==> src/rtl/rst_sequencer.sv <==
// rst_sequencer
//   Waits for a synchronised PLL lock and a settle time, then releases
//   NUM_STAGES active-low domain resets one after another, STAGE_GAP cycles
//   apart. Falls back into reset on loss of lock (counted in lock_loss_cnt)
//   and supports a software warm reset that replays settle + staged release.
//
// Ports
//   clk           in   PLL output clock, all logic on posedge
//   rst_n         in   async active-low reset (external/POR)
//   pll_lock      in   PLL lock, asynchronous to clk
//   sw_rst_req    in   single-cycle warm-reset request, honoured only in RUN
//   rst_n_out     out  domain resets, bit 0 released first (registered)
//   ready         out  high while every rst_n_out bit is released (registered)
//   lock_loss_cnt out  lock losses since rst_n, saturates at 255 (registered)
module rst_sequencer #(
    parameter int CLK_FREQ    = 24_000_000,
    parameter int WAIT_US     = 1000,
    parameter int NUM_STAGES  = 3,
    parameter int STAGE_GAP   = 16,
    parameter int SOFT_CYCLES = 32,
    parameter int SYNC_STAGES = 2
) (
    input  logic                  clk,
    input  logic                  rst_n,
    input  logic                  pll_lock,
    input  logic                  sw_rst_req,
    output logic [NUM_STAGES-1:0] rst_n_out,
    output logic                  ready,
    output logic [7:0]            lock_loss_cnt
);

    localparam int WAIT_CYCLES = CLK_FREQ / 1_000_000 * WAIT_US;
    localparam int MAX_A       = (WAIT_CYCLES > STAGE_GAP) ? WAIT_CYCLES : STAGE_GAP;
    localparam int MAX_CNT     = (MAX_A > SOFT_CYCLES) ? MAX_A : SOFT_CYCLES;
    // counter only ever holds values up to MAX_CNT-1
    localparam int CW          = ($clog2(MAX_CNT) < 1) ? 1 : $clog2(MAX_CNT);

    localparam logic [CW-1:0] WAIT_LAST = CW'(WAIT_CYCLES - 1);
    localparam logic [CW-1:0] GAP_LAST  = CW'(STAGE_GAP - 1);
    localparam logic [CW-1:0] SOFT_LAST = CW'(SOFT_CYCLES - 1);

    typedef enum logic [2:0] {
        S_SYNC, S_WAIT_LOCK, S_STABLE, S_RELEASE, S_RUN, S_SOFT
    } state_e;

    logic [SYNC_STAGES-1:0] rst_sync_q;
    logic [SYNC_STAGES-1:0] lock_sync_q;
    logic                   rst_s;
    logic                   lock_s;

    state_e                 state_q, state_d;
    logic [CW-1:0]          cnt_q, cnt_d;
    logic [NUM_STAGES-1:0]  rst_out_q, rst_out_d;
    logic                   ready_q, ready_d;
    logic [7:0]             loss_q, loss_d;

    logic                   lost;      // lock loss that must be counted
    logic                   rel_step;  // release the next bit on this edge
    logic [NUM_STAGES-1:0]  rel_next;

    // Reset release chain: asserts with rst_n, deasserts SYNC_STAGES edges later.
    always_ff @(posedge clk or negedge rst_n) begin
        if (!rst_n) begin
            rst_sync_q  <= '0;
            lock_sync_q <= '0;
        end else begin
            rst_sync_q  <= {rst_sync_q[SYNC_STAGES-2:0], 1'b1};
            lock_sync_q <= {lock_sync_q[SYNC_STAGES-2:0], pll_lock};
        end
    end

    assign rst_s  = rst_sync_q[SYNC_STAGES-1];
    assign lock_s = lock_sync_q[SYNC_STAGES-1];

    // Shifting a 1 in from the bottom means bits can only be released in order.
    assign rel_next = NUM_STAGES'({rst_out_q, 1'b1});

    // State register
    always_ff @(posedge clk or negedge rst_n) begin
        if (!rst_n) begin
            state_q   <= S_SYNC;
            cnt_q     <= '0;
            rst_out_q <= '0;
            ready_q   <= 1'b0;
            loss_q    <= '0;
        end else begin
            state_q   <= state_d;
            cnt_q     <= cnt_d;
            rst_out_q <= rst_out_d;
            ready_q   <= ready_d;
            loss_q    <= loss_d;
        end
    end

    // Next-state logic
    always_comb begin
        state_d  = state_q;
        cnt_d    = cnt_q;
        lost     = 1'b0;
        rel_step = 1'b0;
        unique case (state_q)
            S_SYNC: if (rst_s) state_d = S_WAIT_LOCK;
            S_WAIT_LOCK: begin
                if (lock_s) begin
                    state_d = S_STABLE;
                    cnt_d   = '0;
                end
            end
            S_STABLE: begin
                // nothing released yet, so a drop here is not counted
                if (!lock_s) begin
                    state_d = S_WAIT_LOCK;
                end else if (cnt_q == WAIT_LAST) begin
                    cnt_d    = '0;
                    rel_step = 1'b1;
                    state_d  = rel_next[NUM_STAGES-1] ? S_RUN : S_RELEASE;
                end else begin
                    cnt_d = cnt_q + CW'(1);
                end
            end
            S_RELEASE: begin
                if (!lock_s) begin
                    lost = 1'b1;
                end else if (cnt_q == GAP_LAST) begin
                    cnt_d    = '0;
                    rel_step = 1'b1;
                    if (rel_next[NUM_STAGES-1]) state_d = S_RUN;
                end else begin
                    cnt_d = cnt_q + CW'(1);
                end
            end
            S_RUN: begin
                // lock loss takes priority over a simultaneous warm reset
                if (!lock_s) begin
                    lost = 1'b1;
                end else if (sw_rst_req) begin
                    state_d = S_SOFT;
                    cnt_d   = '0;
                end
            end
            S_SOFT: begin
                if (!lock_s) begin
                    lost = 1'b1;
                end else if (cnt_q == SOFT_LAST) begin
                    state_d = S_STABLE;
                    cnt_d   = '0;
                end else begin
                    cnt_d = cnt_q + CW'(1);
                end
            end
            default: state_d = S_SYNC;
        endcase
        if (lost) state_d = S_WAIT_LOCK;
    end

    // Output logic (next values of the registered outputs)
    always_comb begin
        rst_out_d = rst_out_q;
        ready_d   = ready_q;
        loss_d    = loss_q;
        if (lost) begin
            rst_out_d = '0;
            ready_d   = 1'b0;
            loss_d    = (loss_q == 8'hFF) ? loss_q : loss_q + 8'd1;
        end else begin
            unique case (state_d)
                S_RELEASE, S_RUN: begin
                    if (rel_step) begin
                        rst_out_d = rel_next;
                        ready_d   = rel_next[NUM_STAGES-1];
                    end
                end
                default: begin
                    rst_out_d = '0;
                    ready_d   = 1'b0;
                end
            endcase
        end
    end

    assign rst_n_out     = rst_out_q;
    assign ready         = ready_q;
    assign lock_loss_cnt = loss_q;

endmodule

==> config.mk <==
export PLATFORM = sky130hd
export DESIGN_NAME = rst_sequencer
export DESIGN_NICKNAME = d
export VERILOG_FILES = /design/src/rtl/rst_sequencer.sv
export SDC_FILE = /design/constraint.sdc
export NUM_CORES = 1
export LEC_CHECK = 0
export CORE_MARGIN = 2
export CORE_UTILIZATION = 44
export CTS_BUF_LIST = sky130_fd_sc_hd__clkbuf_4
export DETAILED_ROUTE_END_ITERATION = 16
export SLEW_MARGIN = 10
export SYNTH_ARGS = -nofsm -noshare
export SYNTH_HDL_FRONTEND = slang
export SYNTH_SLANG_ARGS = --single-unit
==> constraint.sdc <==
create_clock -name clk -period 2.26 [get_ports clk]
set_input_delay 0.226 -clock clk [delete_from_list [all_inputs] [get_ports clk]]
set_output_delay 0.226 -clock clk [all_outputs]
set_load 0.05 [all_outputs]
==> results.toml, run 1 <==
[clock_tree]
clockRootBuffer = "clkbuf_4"
cts_buffer_depth = 2
ctsHoldBuffers = 0
numClockSinks = 33
cts_max_level = 2
path_clk_slew_ps = 110
ctsResizeCount = 0
postCtsSetupBuffers = 0
cts_tree = "built"
clock_latency_ps = 330
cts-buffers-inserted = 5

[job]
maxCapViolations = 0

[drt]
dr.pass1.iters = 4
vias_per_cell = 5.919
wl_mm = 4.143
drc = 0
vias = 1610
wl_per_cell_um = 15.23
drt_iter0_markers = 152
antenna_left = 0

[critical_path]
cp.required_ps = 2520
critical_path_arrival_ps = 2410
slowest_delay_ps = 400
start_kind = "flop"
cp_cell_sequence = "ha_1 > buf_4 > and4b_2 > and4_1 > o21ai_1 > a21oi_2 > or3b_1 > a21oi_1"
endpoint_kind = "flop"
cp_max_fo = 5
cpMaxStageDelayCell = "or3b_1"
startpoint = "cnt_q[1]"
critPathKind = "reg2reg"
r2r_start = "cnt_q[1]"

[yosys]
netlist.area_leader.share = 0.4593
yosys_warnings = 0
synth_common_cells = "dfrtp_1 (33), nand2_1 (20), nor2_1 (16), xnor2_1 (13), o21ai_0 (10)"
synth-async-reset-ratio = 1.000
synth.most_common_cell = "dfrtp_1"
synthTopCellsByArea = "dfrtp_1 (46%), xnor2_1 (6.3%), nand2_1 (4.2%), nor2_1 (3.3%), nand4_1 (3.1%)"
synth_area_um2 = 1798
synth_ff_type = "dfrtp_1"
synth_edf_count = 0
syn_avg_cell_area_um2 = 9.513
synth_cells = 189
yosysTopAreaCell = "dfrtp_1"
ys_seq_area_frac = 0.4593
yosysUniqueCellTypes = 53
ys_seq_elements = 33
postSynthNetCount = 195

[global_route]
antenna_found_initial = 0
grt_overflow = 0
grt_pass1_wl_mm = 7.148
grt_usage = 0.2059
grt_pass1_vias = 1542
grt_max_degree = 34

[placed_design]
pre_cts_ws_ps = 77.69
gp_congestion = 0.8839
port_buffers = 15
place_area_um2 = 2103
dp_hpwl_mm = 3.040

[power_and_ir_drop]
sequentialPowerShare = 0.391
vdd_drop_max_uv = 698.7
netSwitchingPower_mw = 0.6987
power-per-cell-area_nw_per_um2 = 860.1
internal_power_mw = 1.187
p_sw_frac = 0.3706
p_comb_frac = 0.377
p_leak_nw = 0.8896
clockPowerShare = 0.232

[floorplan]
start_util = 0.4527
fp.dieArea_um2 = 4614
io_pins = 16
rows = 23
fp.dieH_um = 67.93
die_x_um = 67.93
core_um2 = 3971

[final_layout]
nets = 227
post-route-cell-area_um2 = 2192
syn_to_final_growth_pct = 21.92
drive_above_1_share = 0.1577
fillerInstances = 353
diodes = 0

[timing]
skew_ps = 15.86
worst_slew_pin_slew_ps = 507.5
slew_violations = 0
setup_viol = 0
final-hold-violation-count = 0
fin_ws_ps = 110.6
finalCriticalPeriod_ps = 2149
final.setup.tns_ps = 0
finalCritPeriodShare = 0.9511
clock.fmax_ghz = 0.4652
slew-limit-headroom = 0.6591

[run_status]
status = "completed"

[hold_path]
hold_path_class = "in2async"
per-stage QoR:
| stage | total power [mW] | util | hold slack (ps) | std cells |
|---|---|---|---|---|
| floorplan | 1.207 | - | -69.59 | 189 |
| global placement | 1.442 | 0.5296 | 334.4 | 264 |
| detailed placement | 1.453 | 0.5296 | 342.6 | 264 |
| CTS | 1.898 | 0.5495 | 292.0 | 272 |
| global route | 2.009 | 0.5520 | 306.4 | 272 |
| finish | 1.885 | 0.5520 | 293.5 | 272 |
worst max-delay path: cells and delay by family (launching register included):
family                     cells  cell delay [ps]
and+or+nand+nor                3              870
AOI/OAI and AO/OA              3              470
DFF                            1              390
adders and majority gates      1              200
buffers and inverters          1              150
placed cells by master, fill, tap and decap left out, drive strengths merged, types with 2 or more instances in the layout:
master	Yosys	layout
o31ai	2	2
and3	3	3
or3b	3	3
nor4	8	8
clkdlybuf4s50	0	15
and4	2	2
xor2	2	2
buf	2	16
a2bb2oi	2	2
nor2	17	17
xnor2	13	13
clkbuf	4	6
a21oi	9	9
and2	2	2
nand3	7	7
nand2b	4	4
dfrtp	33	33
ha	2	2
nand4	9	9
nand2	20	20
nor3	5	5
o21ai	14	14
inv	2	2
or3	3	3
path summary, 6_finish.rpt:
path                       slack [ps]  cells past startpoint        endpoint
setup / recovery                  110                      8    rst_n_out[1]
hold / removal                    290                      2    rst_n_out[1]
setup reg to reg                  110                      8    rst_n_out[1]
hold reg to reg                   360                      0  lock_sync_q[1]
max in group asynchronous        1650                      2        cnt_q[7]
min in group clk                  320                      1  lock_sync_q[0]
power by group through the flow:
stage	Sequential, mW	Clock, mW	Combinational [mW]
6_report	0.737	0.437	0.712
5_1_grt	0.751	0.482	0.777
4_1_cts	0.737	0.452	0.709
3_5_place_dp	0.745	0	0.708
3_3_place_gp	0.743	0	0.699
2_1_floorplan	0.850	0	0.357
registers in the layout, indices dropped and copies added (netlist names):
| register | count |
|---|---|
| cnt_q | 15 |
| lock_loss_cnt | 8 |
| lock_sync_q | 2 |
| rst_n_out | 3 |
| rst_sync_q | 2 |
| state_q | 3 |
layer usage:
metal	vias to the layer above	wire length (um)	track usage
met5	-	0	0
met4	0	62	0.08500
met3	9	272	0.05099
met2	63	1936	0.3204
met1	782	1872	0.2736
li1	756	-	-
logic make-up (layout without fill, tap and decap cells):
logic type,after synthesis,in the layout,synth area share
compound gates,39,39,0.1427
xor+xnor,15,15,0.07307
fa+ha+maj,2,2,0.01392
buf+inv,8,41,0.01948
flops,33,33,0.4593
mux,2,2,0.01183
other cells,1,1,0.002086
simple gates,89,89,0.2777
area by class of cell:
cell class / instances / area [um^2] / area share
clock buffer: 6 / 45.04 / 0.02055
timing repair buffer: 31 / 270.3 / 0.1233
inverter: 2 / 7.507 / 0.003425
clock inverter: 2 / 33.78 / 0.01541
multi-input combinational: 148 / 947.2 / 0.4321
sequential: 33 / 825.8 / 0.3767
tap: 50 / 62.56 / 0.02854
No activity file was read; power rests on OpenSTA's default activity.
==> run 2, diff against run 1 <==
--- a/config.mk
+++ b/config.mk
@@ -6,9 +6,11 @@
 export NUM_CORES = 1
 export LEC_CHECK = 0
 export CORE_MARGIN = 2
-export CORE_UTILIZATION = 44
+export CORE_UTILIZATION = 55
 export CTS_BUF_LIST = sky130_fd_sc_hd__clkbuf_4
+export CTS_CLUSTER_DIAMETER = 40
 export DETAILED_ROUTE_END_ITERATION = 16
+export PLACE_DENSITY = 0.77
 export SLEW_MARGIN = 10
 export SYNTH_ARGS = -nofsm -noshare
 export SYNTH_HDL_FRONTEND = slang
==> constraint.sdc (replaced) <==
create_clock -name clk -period 2.3 [get_ports clk]
set_input_delay 0.23 -clock clk [delete_from_list [all_inputs] [get_ports clk]]
set_output_delay 0.23 -clock clk [all_outputs]
set_load 0.05 [all_outputs]
==> results.toml, run 2 (same netlist as run 1, synthesis figures left out) <==
[timing]
skew_ps = 10.96
holdWs_ps = 297.4
slew-limit-headroom = 0.6623
slew_violations = 0
final-hold-violation-count = 0
finalCriticalPeriod_ps = 2198
worst_slew_pin_slew_ps = 505.0
finalCritPeriodShare = 0.9557
setup_viol = 0
final.setup.tns_ps = 0
clock.fmax_ghz = 0.4549

[final_layout]
largest_reg_flops = 15
diodes = 0
seqCellArea_um2 = 825.8
multi_input_area_um2 = 973.4
layoutNonFillerInstCount = 265
syn_to_final_growth_pct = 21.22
layout_common_cells = "dfrtp_1 (33), nand2_1 (20), nor2_1 (16), clkdlybuf4s50_1 (15), buf_4 (15)"
layout_commonest_cell = "dfrtp_1"
drive_above_1_share = 0.1719
fillerInstances = 260
nets = 226
regMostFlops = "cnt_q"

[placed_design]
dp_hpwl_mm = 2.964
dp.cells = 256
gp_congestion = 0.9757
port_buffers = 15

[critical_path]
cp.required_ps = 2520
endpoint_kind = "flop"
r2r_cells = 7
critPathKind = "reg2reg"
start_kind = "flop"
critical_path_arrival_ps = 2420
cp_max_fo = 4

[job]
maxCapViolations = 0

[drt]
wl_per_cell_um = 15.63
drc = 0
wl_mm = 4.143
drt_iter0_markers = 148
vias_per_cell = 6.151
antenna_left = 0
dr.pass1.iters = 8
vias = 1630

[global_route]
antenna_found_initial = 0
grt_overflow = 0
grt_usage = 0.2596
grt_max_degree = 34
grt_pass1_vias = 1533
grt_pass1_wl_mm = 7.079

[clock_tree]
cts-buffers-inserted = 5
path_clk_slew_ps = 110
clock_latency_ps = 330
numClockSinks = 33
cts_buffer_depth = 2
cts_max_level = 2
clockRootBuffer = "clkbuf_4"
ctsHoldBuffers = 0
cts_tree = "built"

[floorplan]
fp.dieArea_um2 = 3742
die_x_um = 61.18
core_um2 = 3078
fp.dieH_um = 61.18
io_pins = 16
rows = 20
start_util = 0.5841

[power_and_ir_drop]
power-per-cell-area_nw_per_um2 = 812.5
p_total_mw = 1.771
vdd_drop_max_uv = 527.6
p_leak_nw = 0.8853

[run_status]
status = "completed"

[hold_path]
hold_path_class = "in2async"
## run 2: cell types whose count changed in the layout (fill, tap and decap cells not counted), sizes merged
cell,change
clkinv,+1
bufinv,-1
buf,-1
## run 2: metrics by stage
stage	setup slack, ps	cell area, um^2	util
finish	101.9	2180	0.7081
detailed placement	97.42	2081	0.6760
global placement	169.2	2081	0.6760
CTS	86.06	2136	0.6939
floorplan	227.5	1798	-
global route	-54.49	2180	0.7081
## run 2: critical path: stages, from the launching register on
cell and delay (ps):
dfrtp_1 410, ha_1 200, and4_1 260, nand2_1 80, or4_1 560, o32ai_2 290
or3b_1 200, a21oi_1 70
## run 2: per-layer routing
layer,vias up,GRT usage,share of wire
li1,759,-,-
met3,22,0.06723,0.084
met1,767,0.3721,0.43
met4,0,0.1304,0.037
met5,-,0,0
met2,82,0.3647,0.45
## run 2: where the power goes
part	total [mW]	internal [mW]	switching, mW
registers	0.729	0.651	0.0774
logic	0.721	0.294	0.427
clock network	0.321	0.128	0.193
total	1.77	1.07	0.697
## run 2: what timing repair did
| action | 4_1_cts | 5_1_grt |
|---|---|---|
| buffers inserted | 0 | 1 |
| resized for setup | 0 | 6 |
| hold endpoints to repair | 0 | 0 |
| setup endpoints to repair | 0 | 3 |
## run 2: final timing paths
check / start / end / slack [ps]
worst max-delay path: cnt_q[0] / rst_n_out[1] / 100
worst max register to register: cnt_q[0] / rst_n_out[1] / 100
worst min-delay path: rst_n / rst_n_out[0] / 300
min in group clk: pll_lock / lock_sync_q[0] / 320
worst min register to register: rst_sync_q[0] / rst_sync_q[1] / 360
max in group asynchronous: rst_n / cnt_q[1] / 1710
## run 2: layout make-up
type,count,area share
Multi-Input combinational cell,148,0.4466
Sequential cell,33,0.3789
Timing Repair Buffer,30,0.1206
Tap cell,44,0.02526
Clock buffer,6,0.02067
Clock inverter,2,0.004592
Inverter,2,0.003444
==> variant, RTL diff (flow settings as in run 1) <==
Register the output `lock_loss_cnt` once more, with the module's reset; this adds one clock of latency there. The other outputs are not delayed to match. Comments in the files are not updated.
--- a/src/rtl/rst_sequencer.sv
+++ b/src/rtl/rst_sequencer.sv
@@ -180,7 +180,13 @@
 
     assign rst_n_out     = rst_out_q;
     assign ready         = ready_q;
-    assign lock_loss_cnt = loss_q;
+    always_ff @(posedge clk or negedge rst_n) begin
+        if (!rst_n) begin
+            lock_loss_cnt <= '0;
+        end else begin
+            lock_loss_cnt <= loss_q;
+        end
+    end
 
 endmodule
 
Formal check against the unedited RTL: same outputs for any inputs over 10 cycles, from zero or initial values and one cycle with rst_n low; that may be too few to reach the edited logic, so the function may still have changed.
==> variant against run 1 <==
- the run now ends with hold timing, setup timing left
- fmax shrank 6.4%
- sequential cell count grew 8
- routed wire length grew 6.8%
- setup slack lost 150 ps
- critical path depth shrank 2
- via count grew 3.8%
- sequential power grew 29%
- synthesized area grew 13%
- total power grew 20%
- final area grew 13%
==> variant: results (changes against run 1) <==
metric,value,unit,change
status,"complete, but fails checks",,
violations,"hold timing, setup timing",,
dpl-instance-area,0.002335,mm²,+11%
slowest_stage,or4b_1,,
critPathArrivalTime,2540,ps,+130 ps
routedWlPerCell,15.00,µm,-1.5%
min_path_type,input pin to async pin,,
num-fill-cells,402,,+14%
yosys_warnings,0,,unchanged
ys_top_cells_by_area,"dfrtp_1 (51%), nand2_1 (3.5%), o21ai_0 (3.5%)",,
routabilityCongestion,0.8971,,+1.5%
cts_buffer_depth,2,,unchanged
reg_top3,"cnt_q (15), lock_loss_cnt (8), loss_q (8)",,
fin_ws,-36.49,ps,-147.0 ps
drive_gt1_frac,0.1934,,+0.03576
grtUsageTotal,0.1875,,-0.01838
grt_max_degree,42,,+24%
cp_slowest_stage_delay,510,ps,+110 ps
p_leak,1.095,nW,+23%
netlist_top_cells_count,"dfrtp_1 (41), nand2_1 (19), o21ai_0 (14), nor2_1 (12), nand3_1 (11)",,
hold_viol_final,41,,+41
tns,-75.11,ps,-75.11 ps
port-buffer-count,15,,unchanged
synth_cell_type_count,46,,-13%
setup_viol,4,,+4
tightest_slew,888.1,ps,+380.6 ps
grt_pass1_wl,7590,µm,+6.2%
drt_iter0_drc,118,,-22%
dp_hpwl,3173,µm,+4.4%
peakVddDrop,0.6038,mV,-14%
num_antenna_cells,0,,unchanged
fin_nets,248,,+9.3%
synth-seq-area-share,0.5062,,+0.04688
insertion_delay,350,ps,+20 ps
syn_nets,208,,+6.7%
clkSlewWorstSetupHoldPaths,130,ps,+20 ps
vias,1671,,+3.8%
grt_pass1_vias,1643,,+6.5%
hold_slack,-21.04,ps,-314.6 ps
finClkSkew,4.999,ps,-10.86 ps
cp_max_fo,5,,unchanged
cts-root-buf,clkbuf_4,,
cts_buffers,5,,unchanged
## variant: kinds of logic after synthesis
| kind of cell | share of synthesized area |
|---|---|
| muxes | 0.02037 |
| adders and majority gates | 0.01234 |
| xor gates and xnor gates | 0.03025 |
| buffers and inverters | 0.03333 |
| other | 0.001850 |
| AOI/OAI and AO/OA | 0.1661 |
| and+or+nand+nor | 0.2296 |
| DFF | 0.5062 |
## variant: worst register-to-register path, stage by stage, from the launching register on
cell and delay [ps]:
dfrtp_1 400, or4b_1 510, or4_4 460, a22oi_4 280
and2_4 220, o21ai_1 70, a22o_1 250
## variant: layout make-up
cell class / count / area (µm²) / area share
Tap cell: 52 / 65.06 / 0.02633
Inverter: 6 / 22.52 / 0.009114
Timing Repair Buffer: 39 / 325.3 / 0.1316
Clock inverter: 3 / 21.27 / 0.008608
Clock buffer: 5 / 37.54 / 0.01519
Multi-Input combinational cell: 149 / 973.4 / 0.3939
Sequential cell: 41 / 1026 / 0.4152
## variant: routing by layer
layer,vias up,global-route usage,wire (µm)
met2,28,0.2850,2112
li1,821,-,-
met4,0,0.06080,44
met5,-,0,0
met3,5,0.04782,144
met1,817,0.2637,2124
## variant: what timing repair did
action / in CTS / in global routing
setup buffers: 1 / 4
setup endpoints to repair: 7 / 15
gates resized for setup: 2 / 11
pin swaps: 1 / 3
## variant: path summary, 6_finish.rpt
check                              start             end  slack, ps  depth (start not counted)
setup / recovery                cnt_q[6]        cnt_q[5]        -40                          6
hold / removal                     rst_n        cnt_q[5]        -20                          1
setup reg to reg                cnt_q[6]        cnt_q[5]        -40                          6
hold reg to reg            rst_sync_q[0]   rst_sync_q[1]        360                          0
max in group asynchronous          rst_n        cnt_q[2]       1730                          1
min in group clk                pll_lock  lock_sync_q[0]        310                          1
## variant: metrics by stage
stage                     total power, mW  hold WS, ps  std cells    util  setup slack [ps]
after detailed placement            1.818        335.5        282  0.5325            -8.819
after global placement              1.809        333.9        282  0.5325             30.41
after global routing                2.410        50.84        295  0.5636            -86.81
after floorplan                     1.567       -69.59        202       -            -12.47
after CTS                           2.207        15.66        291  0.5497            -11.63
final                               2.257       -21.04        295  0.5636            -36.49
## variant: report_power, final
group	switching, mW	internal [mW]	leakage, nW
logic	0.530	0.399	0.518
clock network	0.251	0.123	0.0316
registers	0.113	0.841	0.546
total	0.894	1.36	1.10
